--- src/rtl/approx_add_pipe.sv ---
// Pipelined W-bit adder with run-time LOA low part; latency STAGES cycles, one pair per cycle.
// Backpressure: a single global stall; in_ready = ~out_valid | out_ready, all stages hold otherwise.
module approx_add_pipe #(
    parameter int W           = 20,
    parameter int STAGES      = 2,
    parameter int APPROX_BITS = 4
) (
    input  logic         clk,
    input  logic         rst,
    input  logic         in_valid,
    output logic         in_ready,
    input  logic [W-1:0] in1,
    input  logic [W-1:0] in2,
    input  logic         approx_en,
    output logic         out_valid,
    input  logic         out_ready,
    output logic [W:0]   res
);

    localparam int SEG  = (W + STAGES - 1) / STAGES;
    localparam int AIDX = (APPROX_BITS > 0) ? APPROX_BITS - 1 : 0;
    localparam logic [W-1:0] LOW_MASK =
        (APPROX_BITS == 0) ? '0 : ({W{1'b1}} >> (W - APPROX_BITS));

    logic         vld_q [STAGES];
    logic         vld_d [STAGES];
    logic [W-1:0] a_q   [STAGES];
    logic [W-1:0] a_d   [STAGES];
    logic [W-1:0] b_q   [STAGES];
    logic [W-1:0] b_d   [STAGES];
    logic [W-1:0] lor_q [STAGES];
    logic [W-1:0] lor_d [STAGES];
    logic [W:0]   sum_q [STAGES];
    logic [W:0]   sum_d [STAGES];
    logic         cy_q  [STAGES];
    logic         cy_d  [STAGES];

    logic         advance;
    logic [W-1:0] a_mod, b_mod, lor_in;
    logic         loa_cy;
    logic [W-1:0] pa, pb, pl;
    logic [W:0]   ps, s;
    logic         pc, pv, cy;

    assign advance   = ~vld_q[STAGES-1] | out_ready;
    assign in_ready  = advance;
    assign out_valid = vld_q[STAGES-1];
    assign res       = sum_q[STAGES-1];

    // LOA is folded into the operands: the OR region is zeroed and bit A-1 of
    // both operands is set to the boundary carry, so 2*c ripples exactly c into
    // bit A and leaves the low sum bits at zero for the OR bits to fill later.
    always_comb begin
        a_mod  = in1;
        b_mod  = in2;
        lor_in = '0;
        loa_cy = in1[AIDX] & in2[AIDX];
        if ((APPROX_BITS > 0) && approx_en) begin
            a_mod       = in1 & ~LOW_MASK;
            b_mod       = in2 & ~LOW_MASK;
            a_mod[AIDX] = loa_cy;
            b_mod[AIDX] = loa_cy;
            lor_in      = (in1 | in2) & LOW_MASK;
        end
    end

    always_comb begin
        pa = '0;
        pb = '0;
        pl = '0;
        ps = '0;
        pc = 1'b0;
        pv = 1'b0;
        cy = 1'b0;
        s  = '0;
        for (int k = 0; k < STAGES; k++) begin
            if (k == 0) begin
                pa = a_mod;
                pb = b_mod;
                pl = lor_in;
                ps = '0;
                pc = 1'b0;
                pv = in_valid;
            end else begin
                pa = a_q[k-1];
                pb = b_q[k-1];
                pl = lor_q[k-1];
                ps = sum_q[k-1];
                pc = cy_q[k-1];
                pv = vld_q[k-1];
            end
            cy = pc;
            s  = ps;
            for (int i = 0; i < W; i++) begin
                if ((i >= k * SEG) && (i < (k + 1) * SEG)) begin
                    s[i] = pa[i] ^ pb[i] ^ cy;
                    cy   = (pa[i] & pb[i]) | (cy & (pa[i] ^ pb[i]));
                end
            end
            if (k == STAGES - 1) begin
                s[W]     = cy;
                s[W-1:0] = s[W-1:0] | pl;
            end
            a_d[k]   = pa;
            b_d[k]   = pb;
            lor_d[k] = pl;
            sum_d[k] = s;
            cy_d[k]  = cy;
            vld_d[k] = pv;
        end
    end

    always_ff @(posedge clk) begin
        if (rst) begin
            for (int k = 0; k < STAGES; k++) begin
                vld_q[k] <= 1'b0;
                a_q[k]   <= '0;
                b_q[k]   <= '0;
                lor_q[k] <= '0;
                sum_q[k] <= '0;
                cy_q[k]  <= 1'b0;
            end
        end else if (advance) begin
            for (int k = 0; k < STAGES; k++) begin
                vld_q[k] <= vld_d[k];
                a_q[k]   <= a_d[k];
                b_q[k]   <= b_d[k];
                lor_q[k] <= lor_d[k];
                sum_q[k] <= sum_d[k];
                cy_q[k]  <= cy_d[k];
            end
        end
    end

    // The last stage's operand/carry copies have no consumer.
    logic unused_last;
    assign unused_last = ^{a_q[STAGES-1], b_q[STAGES-1], lor_q[STAGES-1], cy_q[STAGES-1]};

endmodule
--- config.mk ---
export PLATFORM = sky130hd
export DESIGN_NAME = approx_add_pipe
export DESIGN_NICKNAME = d
export VERILOG_FILES = /design/src/rtl/approx_add_pipe.sv
export SDC_FILE = /design/constraint.sdc
export NUM_CORES = 1
export LEC_CHECK = 0
export BUFFER_PORTS_ARGS = -buffer_cell sky130_fd_sc_hd__buf_2
export CAP_MARGIN = 40
export CORE_ASPECT_RATIO = 1.25
export CORE_UTILIZATION = 58
export CTS_CLUSTER_SIZE = 40
export DETAILED_ROUTE_END_ITERATION = 8
export HOLD_SLACK_MARGIN = 0.06
export MAX_ROUTING_LAYER = met4
export PLACE_DENSITY = 0.95
export SYNTH_ARGS = -nofsm -noshare
export SYNTH_HDL_FRONTEND = slang
export SYNTH_SLANG_ARGS = --single-unit
--- constraint.sdc ---
create_clock -name clk -period 8.23 [get_ports clk]
set_clock_uncertainty 0.1 [all_clocks]
set_input_delay 1.2345 -clock clk [delete_from_list [all_inputs] [get_ports clk]]
set_output_delay 1.2345 -clock clk [all_outputs]
set_load 0.05 [all_outputs]
After elaboration in Yosys (flattened, before gate mapping)
Memories as Yosys holds them, arrays and structs flattened.
Cells that the tools add are included.
{"block": "word_totals", "ff_bits": 0, "mem_bits_rw": 166, "input_bits": 45, "output_inout_bits": 23, "wordCells": 140, "mem_count": 6}
{"memory": "sum_q", "depth": 2, "width": 21, "read_ports": 2, "rd_ports_with_merged_regs": 0, "wr": 2, "line_no": "33", "text": "logic [W:0] sum_q [STAGES];"}
{"memory": "a_q", "depth": 2, "width": 20, "read_ports": 1, "rd_ports_with_merged_regs": 0, "wr": 2, "line_no": "27", "text": "logic [W-1:0] a_q [STAGES];"}
{"memory": "b_q", "depth": 2, "width": 20, "read_ports": 1, "rd_ports_with_merged_regs": 0, "wr": 2, "line_no": "29", "text": "logic [W-1:0] b_q [STAGES];"}
{"memory": "lor_q", "depth": 2, "width": 20, "read_ports": 1, "rd_ports_with_merged_regs": 0, "wr": 2, "line_no": "31", "text": "logic [W-1:0] lor_q [STAGES];"}
{"memory": "cy_q", "depth": 2, "width": 1, "read_ports": 1, "rd_ports_with_merged_regs": 0, "wr": 2, "line_no": "35", "text": "logic cy_q [STAGES];"}
{"memory": "vld_q", "depth": 2, "width": 1, "read_ports": 2, "rd_ports_with_merged_regs": 0, "wr": 2, "line_no": "25", "text": "logic vld_q [STAGES];"}
{"block": "classes", "mux": 20, "n_bitwise": 114}
{"cell": "$mux 20", "count": 6}
{"cell": "$mux 21", "count": 2}
{"cell": "$and 1x1->1", "count": 40}
{"cell": "$xor 1x1->1", "count": 39}
{"cell": "$or 1x1->1", "count": 32}
{"cell": "$or 20x20->20", "count": 1}
{"cell": "$mux 4", "count": 3}
{"cell": "$mux 1", "count": 9}
{"cell": "$or 4x4->4", "count": 1}
{"cell": "$not 1->1", "count": 1}

Longest topological paths before layout
Gate-level depths: netlist (run 1).
An unclocked memory read counts as a cell.
{"block": "logic_depth", "depth_word": 23, "ltp_mapped": 14, "depth_no_buf": 14}

Worst setup path before layout (run 1)
Ideal clock, no wire load.
{"block": "synth_timing", "path_type": "input port to flip-flop", "start": "input in1[0]", "end": "memory sum_q[0][9] (netlist bit), data pin", "setup_time_ps": 157, "arrival_ps": 5171, "t_required_ps": 7973, "path_slack_ps": 2803, "cell_stages": 13, "n_path_buf": 0, "path_cell_list": "nor2b_1 -> ha_1 -> fa_1 -> fa_1 -> fa_1 -> fa_1 -> fa_1 -> fa_1 -> fa_1 -> fa_1 -> inv_1 -> fa_1 -> nor3_1"}
{"element": "start, declared", "line_no": "12", "text": "input logic [W-1:0] in1,"}
{"element": "end, declared", "line_no": "33"}

==> metrics, run 1 <==
grt ovf=0; Post-Syn Nets=245; pwr dens=202 nW/µm²; top-count cell post-synth=edfxtp_1; All-Layer GR Usage=21.1%; Peak VDD IR=0.208 mV; crit path time final=5.51 ns; Yosys top cell area share=57.3%; CP arrival=5.57 ns; setup TNS=0 ns; post-DP HPWL=3140 µm; Tightest Hold Check Type=register to register; Leakage=0.00152 µW; Initial Utilization=60.2%; Post-synth EDFFs=58; # IOs=68; Via Count=1650; post-layout util=70.4%; share of layout cells above drive strength 1=53.0%; cells along the critical path=buf_2 -> nor2b_1 -> ha_1 -> fa_1 -> fa_1 -> fa_1 -> fa_1 -> fa_1 -> fa_1 -> fa_1 -> fa_1 -> inv_1 -> fa_1 -> nor3_1; first-pass GRT wire length=approximately 8000 µm; endpoints failing setup=0; Worst-Margin Slew=roughly 0.81 ns; sequential-to-total area share from yosys stat=57.3%; RSZ-0062 raised after global routing=no; Crit Path Max Fanout=9; GPL Wtd Cong=0.803; core box area=5040 µm²; DR WL/cell=15.5 µm; crit path buf inv count=2; Worst path slowest cell=fa_1; final WL=4890 µm; largest net degree at the start of global routing=60; Skew-Pair Late Insertion Delay=0.33 ns; Cells after Synth=180; Ant. Diodes=0; Die Y=around 83 µm; H-tree depth=3; CTS clk-pin slew, worst paths=0.06 ns; vias per cell=about 5.2; Worst Path Required=roughly 8.3 ns; post-synth cell types=15; top cells by count, synth=edfxtp_1, nor3b_2, fa_1, inv_1, nor3_1; most frequent CP cell=fa_1; Post-Syn Area=a little over 3000 µm²; synth warn=0; total CTS buffers=9; CTS tree=yes; vias in the first global route=between 1500 and 2000; Post-synth ARST share=0%; Max-cap violations=0; antenna viol nets, final=0; syn_area_per_cell=~17 µm²; crit end category=register; cell family with most CP delay=adder cells; # rows=29; initial antenna violation count=0; clk sinks=58; number of port buffers=67; critical path type=input pin to register; crit-path max cell delay=0.42 ns; relative slew slack=46.3%; Fin. Hold Viols=0; # Post-CTS Setup Buffers=0; final net count=314; Fmax=0.182 GHz; worst-case clock buffer depth=2; Resize count post-CTS=0; Root Driver=clkbuf_8; number of max-slew violations in the final report=0; iteration count of the initial detailed-routing pass=4; die area=5530 µm²; residual DRC count=0; Area Growth Syn to Fin=16.8%; Fill cells=353; Die W=between 60 and 70 µm; Critical Path Start Type=input pin; Final period util=66.9%; outcome=complete, no violations; ranking of synthesized cells by area=edfxtp_1, nor3b_2, fa_1; Top FF cell, synth=edfxtp_1; most area-hungry cell type in the Yosys netlist=edfxtp_1; Synth Register Bits=58; # hold bufs at CTS=0; initial DRC count=93
==> cell families (layout without fill, tap and decap cells) <==
kind of cell	after synthesis	in the layout	synth area share [%]
AO/OA/AOI/OAI	3	3	0.741
adder cells (fa/ha/maj)	20	20	12.9
AND/OR/NAND/NOR	73	73	23.7
flip-flops	58	58	57.3
buffers and inverters	26	99	5.27
==> final timing paths <==
path	from	to	slack, ns	cells past startpoint
hold reg to reg	sum_q[0][9]	sum_q[0][30]	0.47	1
hold / removal	sum_q[0][9]	sum_q[0][30]	0.47	1
setup / recovery	approx_en	sum_q[0][9]	2.72	14
setup reg to reg	cy_q[0]	sum_q[0][40]	2.98	14
==> cells in the final DEF (no fill, tap or decap) <==
| cell | Yosys | final |
|---|---|---|
| a211oi_2 | 1 | 1 |
| a21oi_1 | 2 | 2 |
| buf_16 | 0 | 1 |
| buf_2 | 5 | 67 |
| buf_4 | 1 | 3 |
| clkbuf_1 | 0 | 1 |
| clkbuf_8 | 0 | 9 |
| clkinv_1 | 0 | 2 |
| clkinv_2 | 0 | 3 |
| edfxtp_1 | 58 | 58 |
| fa_1 | 19 | 19 |
| ha_1 | 1 | 1 |
| inv_1 | 13 | 13 |
| nand2b_1 | 2 | 1 |
| nand2b_2 | 0 | 1 |
| nor2_1 | 7 | 7 |
| nor2b_1 | 7 | 6 |
| nor2b_4 | 0 | 1 |
| nor3_1 | 9 | 9 |
| nor3_2 | 3 | 3 |
| nor3b_2 | 45 | 45 |
==> state kept, by name, summed over array words and instances (netlist names) <==
| register | flops |
|---|---|
| sum_q | 31 |
| lor_q | 4 |
| cy_q | 1 |
| vld_q | 2 |
| a_q | 10 |
| b_q | 10 |
==> routing by layer <==
metal / vias up / part of all wire [%] / GRT usage [%]
li1: 774 / - / -
met1: 817 / 40 / 25.2
met2: 51 / 55 / 32.1
met3: 8 / 4.0 / 4.95
met4: 0 / 1.8 / 12.4
met5: - / 0 / -
==> area by class of cell <==
class / count / area (µm²) / area share, %
Sequential cell: 58 / 1740 / 49.1
Multi-Input combinational cell: 96 / 1150 / 32.3
Timing Repair Buffer: 71 / 385 / 10.9
Clock buffer: 10 / 128 / 3.60
Tap cell: 62 / 77.6 / 2.19
Inverter: 13 / 48.8 / 1.37
Clock inverter: 5 / 22.5 / 0.634
==> through the flow <==
stage                     cells  instance area [µm²]  total power [µW]  hold slack (ns)  worst slack [ns]
after floorplan             180                 3040               480            0.437              2.80
after global placement      299                 3370               508            0.442              2.55
after detailed placement    300                 3400               516            0.457              2.40
after CTS                   315                 3550               724            0.475              2.75
after global routing        315                 3550               747            0.495              2.57
final                       315                 3550               716            0.466              2.72
==> report_power, final <==
| group | switching (µW) | internal, µW |
|---|---|---|
| logic | 90.4 | 50.8 |
| registers | 8.81 | 359 |
| clock network | 103 | 104 |
| total | 203 | 514 |
No activity file was read; power rests on OpenSTA's default activity.
==> inputs of run 2 (changes only) <==
Settings changed: ABC_AREA from default to 1, CORE_UTILIZATION 58 to 48, PLACE_DENSITY 0.95 to 0.86.
Clock period 8.23 ns to 4.95 ns, I/O delays scaled along.
==> metrics, run 2 <==
largest net degree at the start of global routing=59 (was 60); Yosys top cell area share=63.4% (was 57.3%); Reg with most FFs=sum_q (unchanged); Skew-Pair Late Insertion Delay=0.33 ns (about the same); Top FF cell, synth=edfxtp_1 (unchanged); most area-hungry cell type in the Yosys netlist=edfxtp_1 (unchanged); pwr dens=397 nW/µm² (was 202 nW/µm²); Power, Total=1340 µW (was 716 µW); crit end category=register (unchanged); H-tree depth=3 (unchanged); biggest regs=sum_q x31, a_q x10, b_q x10 (unchanged); RSZ-0062 raised after global routing=no (unchanged); Synth Register Bits=58 (unchanged); Initial Utilization=50.1% (was 60.2%); register area=1740 µm² (unchanged); Post-synth EDFFs=58 (unchanged); initial antenna violation count=0 (unchanged); share of layout cells above drive strength 1=30.6% (was 53.0%); Worst Path Required=5.02 ns (was 8.29 ns); Critical Path Start Type=input pin (unchanged); final net count=367 (was 314); Post-Syn Area=2750 µm² (was 3040 µm²); Post-synth ARST share=0% (unchanged); most frequent CP cell=fa_1 (unchanged); # IOs=68 (unchanged); outcome=complete, no violations (unchanged); min-delay src=sum_q[0][5] (was sum_q[0][9]); grt ovf=0 (unchanged); synth warn=0 (unchanged); initial DRC count=138 (was 93); logic depth of the worst path, buffers included=15 (was 14); syn_area_per_cell=12.1 µm² (was 16.9 µm²); most common cell after layout, fill and taps aside=nor2_1 (was buf_2); Die Y=86.6 µm (was 82.9 µm); Worst-Margin Slew=0.714 ns (was 0.806 ns); number of port buffers=67 (unchanged); relative slew slack=52.4% (was 46.3%); FF-to-FF Start=cy_q[0] (unchanged); R2R Setup Slk=0.20 ns (was 2.98 ns); die area=6030 µm² (was 5530 µm²); crit path time final=~4.8 ns; Final period util=a little under 100%; Root Driver=clkbuf_8 (unchanged); Multi-input gate area=723 µm² (was 1150 µm²); critical path type=input pin to register (unchanged); Cells after Synth=227 (was 180); Die W=69.7 µm (was 66.7 µm); GPL Wtd Cong=0.797 (was 0.803); leading cell types in the layout, fill and taps excluded=nor2_1, buf_2, inv_1 (was buf_2, edfxtp_1, nor3b_2); sequential-to-total area share from yosys stat=63.4% (was 57.3%); crit path to=sum_q[0][9] (unchanged); core box area=5480 µm² (was 5040 µm²); placed insts=355 (was 300); cell family with most CP delay=adder cells (unchanged); Fmax=0.209 GHz; top cells by count, synth=nor2_1, inv_1, edfxtp_1, fa_1, buf_6 (was edfxtp_1, nor3b_2, fa_1, inv_1, nor3_1); Post-Syn Nets=292 (was 245); crit-path max cell delay=0.42 ns (about the same); R2R Path End=sum_q[0][40] (unchanged); ranking of synthesized cells by area=edfxtp_1, fa_1, nor2_1 (was edfxtp_1, nor3b_2, fa_1); vias in the first global route=1658 (was 1726); CTS tree=yes (unchanged); Peak VDD IR=0.210 mV (was 0.208 mV); DR WL/cell=11.2 µm (was 15.5 µm); Fill cells=447 (was 353); crit path buf inv count=3 (was 2); top-count cell post-synth=nor2_1 (was edfxtp_1); final WL=4170 µm (was 4890 µm); crit path from=in1[0] (was approx_en); residual DRC count=0 (unchanged); endpoints failing setup=0 (unchanged); Tightest Hold Check Type=register to register (unchanged); total CTS buffers=9 (unchanged); All-Layer GR Usage=15.9% (was 21.1%); worst-case clock buffer depth=2 (unchanged); CP arrival=4.85 ns (was 5.57 ns); Via Count=1660 (was 1650); vias per cell=4.47 (was 5.24); Max-cap violations=0 (unchanged); post-synth cell types=11 (was 15); CTS clk-pin slew, worst paths=0.06 ns (about the same); # rows=30 (was 29); Ant. Diodes=0 (unchanged); Crit Path Max Fanout=2 (was 9); non-filler cells, final=371 (was 315); iteration count of the initial detailed-routing pass=4 (unchanged); first-pass GRT wire length=6870 µm (was 7970 µm); Worst path slowest cell=fa_1 (unchanged); number of max-slew violations in the final report=0 (unchanged); post-DP HPWL=2880 µm (was 3140 µm); antenna viol nets, final=0 (unchanged); Leakage=0.00170 µW (was 0.00152 µW); Reg2Reg Depth=14 (unchanged); clk sinks=58 (unchanged); Area Growth Syn to Fin=23.0% (was 16.8%); cells along the critical path=buf_2 -> inv_1 -> nor2_1 -> ha_1 -> fa_1 -> fa_1 -> fa_2 -> fa_1 -> fa_1 -> fa_1 -> fa_1 -> fa_1 -> inv_1 -> fa_1 -> nor2_1 (was buf_2 -> nor2b_1 -> ha_1 -> fa_1 -> fa_1 -> fa_1 -> fa_1 -> fa_1 -> fa_1 -> fa_1 -> fa_1 -> inv_1 -> fa_1 -> nor3_1); max reg flops=31 (unchanged); Fin. Hold Viols=0 (unchanged)
## run 2: changes by cell type after synthesis, sizes merged
cell    delta
a211oi     -1
nor2      +65
nor2b      -7
nand2      +2
inv       +52
nor3b     -45
nand2b     -2
nand3      +2
buf        -7
nor3      -12
## run 2: metrics by stage
stage / setup TNS [ns] / area (µm²) / setup slack (ns) / util (%) / hold slack, ns
3_3_place_gp: -0.297 / 3130 / -0.168 / 57.1 / 0.422
2_1_floorplan: 0 / 2750 / 0.00749 / - / 0.419
5_1_grt: 0 / 3380 / 0.0230 / 61.7 / 0.482
4_1_cts: 0 / 3380 / 0.0289 / 61.6 / 0.454
3_5_place_dp: -0.566 / 3130 / -0.259 / 57.1 / 0.438
6_report: 0 / 3380 / 0.170 / 61.7 / 0.447
## run 2: what timing repair did
item                       4_1_cts  5_1_grt
setup endpoints to repair        2        2
setup buffers                    0        0
pin swaps                        0        2
hold buffers                     0        0
resized for setup                5        1
## run 2: where the power goes
part / switching, µW / internal [µW]
registers: 15.6 / 597
clock network: 178 / 334
logic: 152 / 65.8
total: 346 / 997
## run 2: routing by layer
| layer | GRT usage [%] | wire length, µm |
|---|---|---|
| met5 | - | 0 |
| met4 | 11.3 | 72 |
| met3 | 3.72 | 119 |
| met2 | 26.8 | 2270 |
| met1 | 16.5 | 1700 |
## run 2: worst register-to-register path, stage by stage (launching register included)
cell and delay, ns:
edfxtp_1 0.42, fa_1 0.43, inv_1 0.09, fa_1 0.19, inv_1 0.07, fa_2 0.38, fa_2 0.36, fa_2 0.39
fa_2 0.36, fa_2 0.41, fa_2 0.40, fa_1 0.42, inv_1 0.09, fa_1 0.39, nor2_1 0.11
## run 2: area by class of cell
cell class / count / area share [%]
timing repair buffer: 70 / 10.6
inverter: 65 / 7.22
tap: 64 / 2.37
sequential: 58 / 51.5
clock inverter: 5 / 3.03
multi-input combinational: 98 / 21.4
clock buffer: 11 / 3.89
## run 2: cells by family after synthesis
group / count (synthesis) / synth area share, %
buffers and inverters: 71 / 11.1
AO/OA/AOI/OAI: 2 / 0.364
AND/OR/NAND/NOR: 76 / 10.8
flip-flops: 58 / 63.4
adder cells (fa/ha/maj): 20 / 14.3
## run 2: worst min path at each step
stage | endpoint | slack, ns | depth (start not counted)
after floorplan | sum_q[0][25] | 0.42 | 2
after global placement | sum_q[0][25] | 0.42 | 2
after detailed placement | sum_q[0][26] | 0.44 | 2
after CTS | vld_q[0][1] | 0.45 | 2
after global routing | sum_q[0][28] | 0.48 | 2
final | sum_q[0][26] | 0.45 | 2
